**config.mk**
```make
export PLATFORM = sky130hd
export DESIGN_NAME = imm_table
export DESIGN_NICKNAME = d
export VERILOG_FILES = /design/src/rtl/imm_table.sv
export SDC_FILE = /design/constraint.sdc
export NUM_CORES = 2
export LEC_CHECK = 0
export BUFFER_PORTS_ARGS = -buffer_cell sky130_fd_sc_hd__buf_2
export CORE_ASPECT_RATIO = 2
export CORE_MARGIN = 8
export CORE_UTILIZATION = 35
export DETAILED_ROUTE_END_ITERATION = 12
export PLACE_DENSITY = 0.62
export SETUP_SLACK_MARGIN = 0.4
export SLEW_MARGIN = 20
export SYNTH_ARGS = -nofsm -noshare
export SYNTH_HDL_FRONTEND = slang
export SYNTH_SLANG_ARGS = --single-unit
```
**constraint.sdc**
```tcl
create_clock -name clk -period 9.2 [get_ports clk]
set_input_delay 0.92 -clock clk [delete_from_list [all_inputs] [get_ports clk]]
set_output_delay 0.92 -clock clk [all_outputs]
set_load 0.01 [all_outputs]
```
**src/rtl/imm_table.sv**
```systemverilog
// Immediate lookup table: maps word-aligned instruction addresses to stored constants,
// decodes I/J/U/RAW immediates, and keeps saturating hit/miss statistics.
module imm_table #(
    parameter int          DEPTH     = 64,
    parameter logic [31:0] BASE_ADDR = 32'd0,
    parameter int          CNT_W     = 16
) (
    input  logic                     clk,
    input  logic                     reset,
    input  logic                     wr_en,
    input  logic [$clog2(DEPTH)-1:0] wr_idx,
    input  logic [31:0]              wr_data,
    input  logic [1:0]               wr_type,
    input  logic                     req_valid,
    input  logic [31:0]              inst_add,
    output logic                     req_ready,
    output logic                     rsp_valid,
    output logic                     rsp_miss,
    output logic [1:0]               rsp_type,
    output logic [11:0]              const_12,
    output logic [19:0]              const_20,
    output logic [31:0]              const_32,
    input  logic                     cnt_clr,
    output logic [CNT_W-1:0]         hit_cnt,
    output logic [CNT_W-1:0]         miss_cnt
);

    localparam int IDX_W = $clog2(DEPTH);

    // state | meaning
    // INIT  | sweeping init_idx over all entries, clearing one valid bit per cycle
    // RUN   | accepting writes and lookups
    typedef enum logic {INIT, RUN} state_t;

    state_t             state, state_nxt;
    logic [IDX_W-1:0]   init_idx;

    logic [31:0]        mem_val  [DEPTH];
    logic [1:0]         mem_type [DEPTH];
    logic [DEPTH-1:0]   mem_vld;

    logic               below;
    logic [29:0]        word_off;
    logic               addr_bad;

    logic               s1_valid;
    logic               s1_bad;
    logic [IDX_W-1:0]   s1_idx;

    logic               hit;
    logic [31:0]        ent_val;
    logic [1:0]         ent_type;

    function automatic logic [31:0] decode(input logic [31:0] v, input logic [1:0] t);
        case (t)
            2'd0:    return {{20{v[11]}}, v[11:0]};
            2'd1:    return {{11{v[19]}}, v[19:0], 1'b0};
            2'd2:    return {v[19:0], 12'b0};
            default: return v;
        endcase
    endfunction

    always_ff @(posedge clk) begin
        if (!reset) begin
            state    <= INIT;
            init_idx <= '0;
        end else begin
            state <= state_nxt;
            if (state == INIT)
                init_idx <= init_idx + 1'b1;
        end
    end

    always_comb begin
        state_nxt = state;
        case (state)
            INIT:    if (init_idx == IDX_W'(DEPTH - 1)) state_nxt = RUN;
            RUN:     state_nxt = RUN;
            default: state_nxt = INIT;
        endcase
    end

    assign req_ready = (state == RUN);

    // Value/type storage carries no reset; entries become usable only once marked valid.
    always_ff @(posedge clk) begin
        if (reset && state == RUN && wr_en) begin
            mem_val[wr_idx]  <= wr_data;
            mem_type[wr_idx] <= wr_type;
        end
    end

    always_ff @(posedge clk) begin
        if (reset) begin
            if (state == INIT)
                mem_vld[init_idx] <= 1'b0;
            else if (wr_en)
                mem_vld[wr_idx] <= 1'b1;
        end
    end

    // 33-bit subtract: bit 32 flags an address below the table base.
    assign {below, word_off} = 31'(({1'b0, inst_add} - {1'b0, BASE_ADDR}) >> 2);
    assign addr_bad = (inst_add[1:0] != 2'b00) || below || (word_off > 30'(DEPTH - 1));

    always_ff @(posedge clk) begin
        if (!reset) begin
            s1_valid <= 1'b0;
            s1_bad   <= 1'b0;
            s1_idx   <= '0;
        end else begin
            s1_valid <= req_valid && req_ready;
            s1_bad   <= addr_bad;
            s1_idx   <= word_off[IDX_W-1:0];
        end
    end

    // The table is read a cycle after acceptance, so a write in the request cycle is already visible.
    assign ent_val  = mem_val[s1_idx];
    assign ent_type = mem_type[s1_idx];
    assign hit      = !s1_bad && mem_vld[s1_idx];

    always_ff @(posedge clk) begin
        if (!reset) begin
            rsp_valid <= 1'b0;
            rsp_miss  <= 1'b0;
            rsp_type  <= 2'd0;
            const_12  <= 12'd0;
            const_20  <= 20'd0;
            const_32  <= 32'd0;
        end else begin
            rsp_valid <= s1_valid;
            if (s1_valid) begin
                rsp_miss <= !hit;
                rsp_type <= hit ? ent_type : 2'd0;
                const_12 <= hit ? ent_val[11:0] : 12'd0;
                const_20 <= hit ? ent_val[19:0] : 20'd0;
                const_32 <= hit ? decode(ent_val, ent_type) : 32'd0;
            end
        end
    end

    always_ff @(posedge clk) begin
        if (!reset || cnt_clr) begin
            hit_cnt  <= '0;
            miss_cnt <= '0;
        end else if (s1_valid) begin
            if (hit && hit_cnt != '1)
                hit_cnt <= hit_cnt + 1'b1;
            else if (!hit && miss_cnt != '1)
                miss_cnt <= miss_cnt + 1'b1;
        end
    end

endmodule

```
==> run_results.csv <==
group,metric,value,unit
route,drc,0,
floorplanning,fp-row-count,265,
global_route,grt_pass1_wl,352000,microns
clock_tree,cts-htree-levels,4,
finish,mostFrequentLayoutCell,"edfxtp_1",
timing,holdWs,0.293,ns
timing,finalCritPeriodShare,57.9,%
clock_tree,cts_resized,0,
floorplanning,fp.coreArea,260000,sq um
timing,fin_skew,0.0273,ns
yosys,ys_seq_elements,2343,
yosys,synth_flop_cell,"edfxtp_1",
yosys,synth_area_leader_cell,"edfxtp_1",
finish,finalNetCount,4646,
route,wire_per_inst,30.5,microns
placement,hpwl,135000,microns
clock_tree,cts.sinks,2343,
yosys,netlist_area,91100,sq um
global_route,overflow,0,
route,drt_wl_total,252000,microns
timing,period_minus_slack,5.33,ns
route,drt-vias-per-instance,5.67,
yosys,ys_warn_count,0,
power_and_ir_drop,p_per_area,209,nW/um^2
floorplanning,dieArea,278000,sq um
placement,io_buffers,177,
clock_tree,postCtsHoldBufs,0,
placement,gp_congestion,0.895,
setup_path,cp-start-kind,"flip-flop",
power_and_ir_drop,ir_worst_vdd,192,uV
timing,hold_viol,0,
worst_hold_path,hp-class,"in2reg",
clock_tree,clkLatencyLatePin,0.86,ns
clock_tree,cts_buffers,215,
clock_tree,cts.clk_slew.worst_paths,0.06,ns
clock_tree,cts_tree,"done",
yosys,ys_types,71,
yosys,yosysTopAreaCellShare,73.8,%
floorplanning,initial_core_util,35.1,%
job,cap_violations,0,
timing,slew_viol_final,0,
setup_path,cp-startpoint,"s1_idx[1]",
yosys,synth_top_family_by_area,"multiplexers",
yosys,ys_async_sr_fraction,0,%
global_route,grt_max_degree,129,
route,vias,46653,
yosys,synth_compound_area_share,4.10,%
timing,fmax,188,MHz
yosys,yosys.area_share.simple,2.50,%
global_route,antenna_found_initial,13,
yosys,synthMuxAreaShare,15.2,%
run_status,status,"finished, final reports clean",
setup_path,r2r_slack,3.87,ns
finish,mostFrequentLayoutCells,"2240 x edfxtp_1, 599 x mux4_2, 217 x clkbuf_16",
global_route,track_usage,17.6,%
timing,rsz0062_at_grt,"false",
floorplanning,ios,178,
yosys,synth_fa_ha_area_share,0.0412,%
floorplanning,die_x,377,microns
clock_tree,clk_path_buf_depth,3,
setup_path,critPathCaptureType,"flip-flop",
route,drt_iter0_markers,6040,
timing,tightest_slew,1.15,ns
power_and_ir_drop,p_leak,0.0316,uW
worst_hold_path,hp-start,"inst_add[6]",
clock_tree,cts_setup_buffers,0,
setup_path,criticalPathCategory,"reg2reg",
finish,drive_gt1_share,28.2,%
yosys,synth-edff-count,2240,
yosys,synth_seq_area_share,76.1,%
setup_path,cp.arrival,6.07,ns
floorplanning,die_y,738,microns
setup_path,critPathMaxFanout,124,
yosys,syn_area_per_cell,21.2,sq um
route,dr.pass1.iters,7,
setup_path,cp.required,9.95,ns
setup_path,worst_r2r_endpoint,"const_32[25]",
timing,max-slew-margin-rel,23.4,%
setup_path,rr_worst_depth,8,
clock_tree,cts-root-buf,"clkbuf_16",
yosys,synthesis.nets,4386,
setup_path,r2r_start,"s1_idx[1]",
yosys,synth_cells,4306,
route,ant_nets,0,
global_route,grt_pass1_vias,46626,
worst_hold_path,hold_end,"s1_idx[4]",
worst_hold_path,hold_depth,2,
finish,syn_to_final_growth,13.6,%
timing,setup_tns,0,ns
yosys,synthTopCellsByArea,"edfxtp_1 74%, mux4_2 15%, dfxtp_1 2.3%",
timing,setup_viol,0,
yosys,synth_xor_area_share,0.298,%
==> report_power, final <==
| part | total, uW | switching (uW) | leakage [uW] | internal [uW] |
|---|---|---|---|---|
| logic | 1030 | 664 | 0.00718 | 369 |
| clock network | 8870 | 3910 | 0.00342 | 4960 |
| registers | 11700 | 31.7 | 0.0210 | 11700 |
| total | 21600 | 4600 | 0.0316 | 17000 |
==> area by class of cell <==
cell class              count  area, sq um
fillers                 22650       156000
flip-flops and latches   2343        69300
multi-input cells        1681        20700
clock buffers             275         5720
well taps                3471         4340
repair buffers            310         2050
clock inverters           134         1270
inverters                  15         56.3
diodes                      5         12.5
==> cell families after synthesis <==
logic type | count (synthesis)
xor gates and xnor gates | 31
muxes | 630
DFF | 2343
AOI/OAI and AO/OA | 585
buffers and inverters | 282
and+or+nand+nor | 432
adders and majority gates | 3
==> Yosys cell counts, drive strengths merged, types with 12 or more instances <==
| library cell | n |
|---|---|
| a21o | 17 |
| a21oi | 182 |
| a22o | 12 |
| a22oi | 174 |
| and2 | 15 |
| and3 | 20 |
| buf | 167 |
| clkbuf | 100 |
| dfxtp | 103 |
| edfxtp | 2240 |
| inv | 13 |
| mux2i | 20 |
| mux4 | 599 |
| nand2 | 70 |
| nand2b | 12 |
| nand3 | 29 |
| nand4 | 14 |
| nor2 | 156 |
| nor2b | 12 |
| nor3 | 16 |
| nor4 | 21 |
| o21ai | 122 |
| or3 | 14 |
| xnor2 | 18 |
| xor2 | 13 |
==> how the worst max path moves through the flow <==
stage	end	cells past startpoint
after floorplan	mem_type[32][0]	4
after global placement	const_32[31]	8
after detailed placement	const_32[25]	8
after CTS	const_32[25]	8
after global routing	const_32[16]	8
final	const_32[25]	8
==> state kept, by name, summed over array words and instances, names as in the netlist <==
name and count:
mem_val 2048, mem_type 128, mem_vld 64, const_32 32, hit_cnt 16, miss_cnt 16, const_12 11, const_20 9
init_idx 6, s1_idx 6, rsp_type 2, req_ready 1, rsp_miss 1, rsp_valid 1, s1_bad 1, s1_valid 1
==> through the flow <==
step                worst slack [ns]  instance area, sq um  power (uW)  instances  utilization [%]
global route                    3.90                103000       22200       8230             39.9
finish                          3.87                103000       21600       8234             39.9
CTS                             4.02                103000       21700       8226             39.8
floorplan                       5.25                 91100       12500       4306                -
detailed placement              4.01                 96400       13000       7817             37.1
global placement                3.96                 96300       12900       7814             37.1
==> worst max-delay path, stage by stage, from the launching register on <==
cell	delay (ns)
dfxtp_4	0.75
buf_4	0.89
buf_12	0.52
mux4_2	0.41
mux4_2	0.50
a22oi_1	0.66
nand2_1	0.43
o31a_1	0.37
a41o_1	0.24
==> routing by layer <==
metal	global-route usage, %	up-vias	part of all wire (%)
li1	-	18686	-
met1	23.6	25021	39
met2	28.7	2501	48
met3	3.52	441	9.3
met4	5.95	4	3.6
met5	0	-	0.0099
No activity file was read; power rests on OpenSTA's default activity.
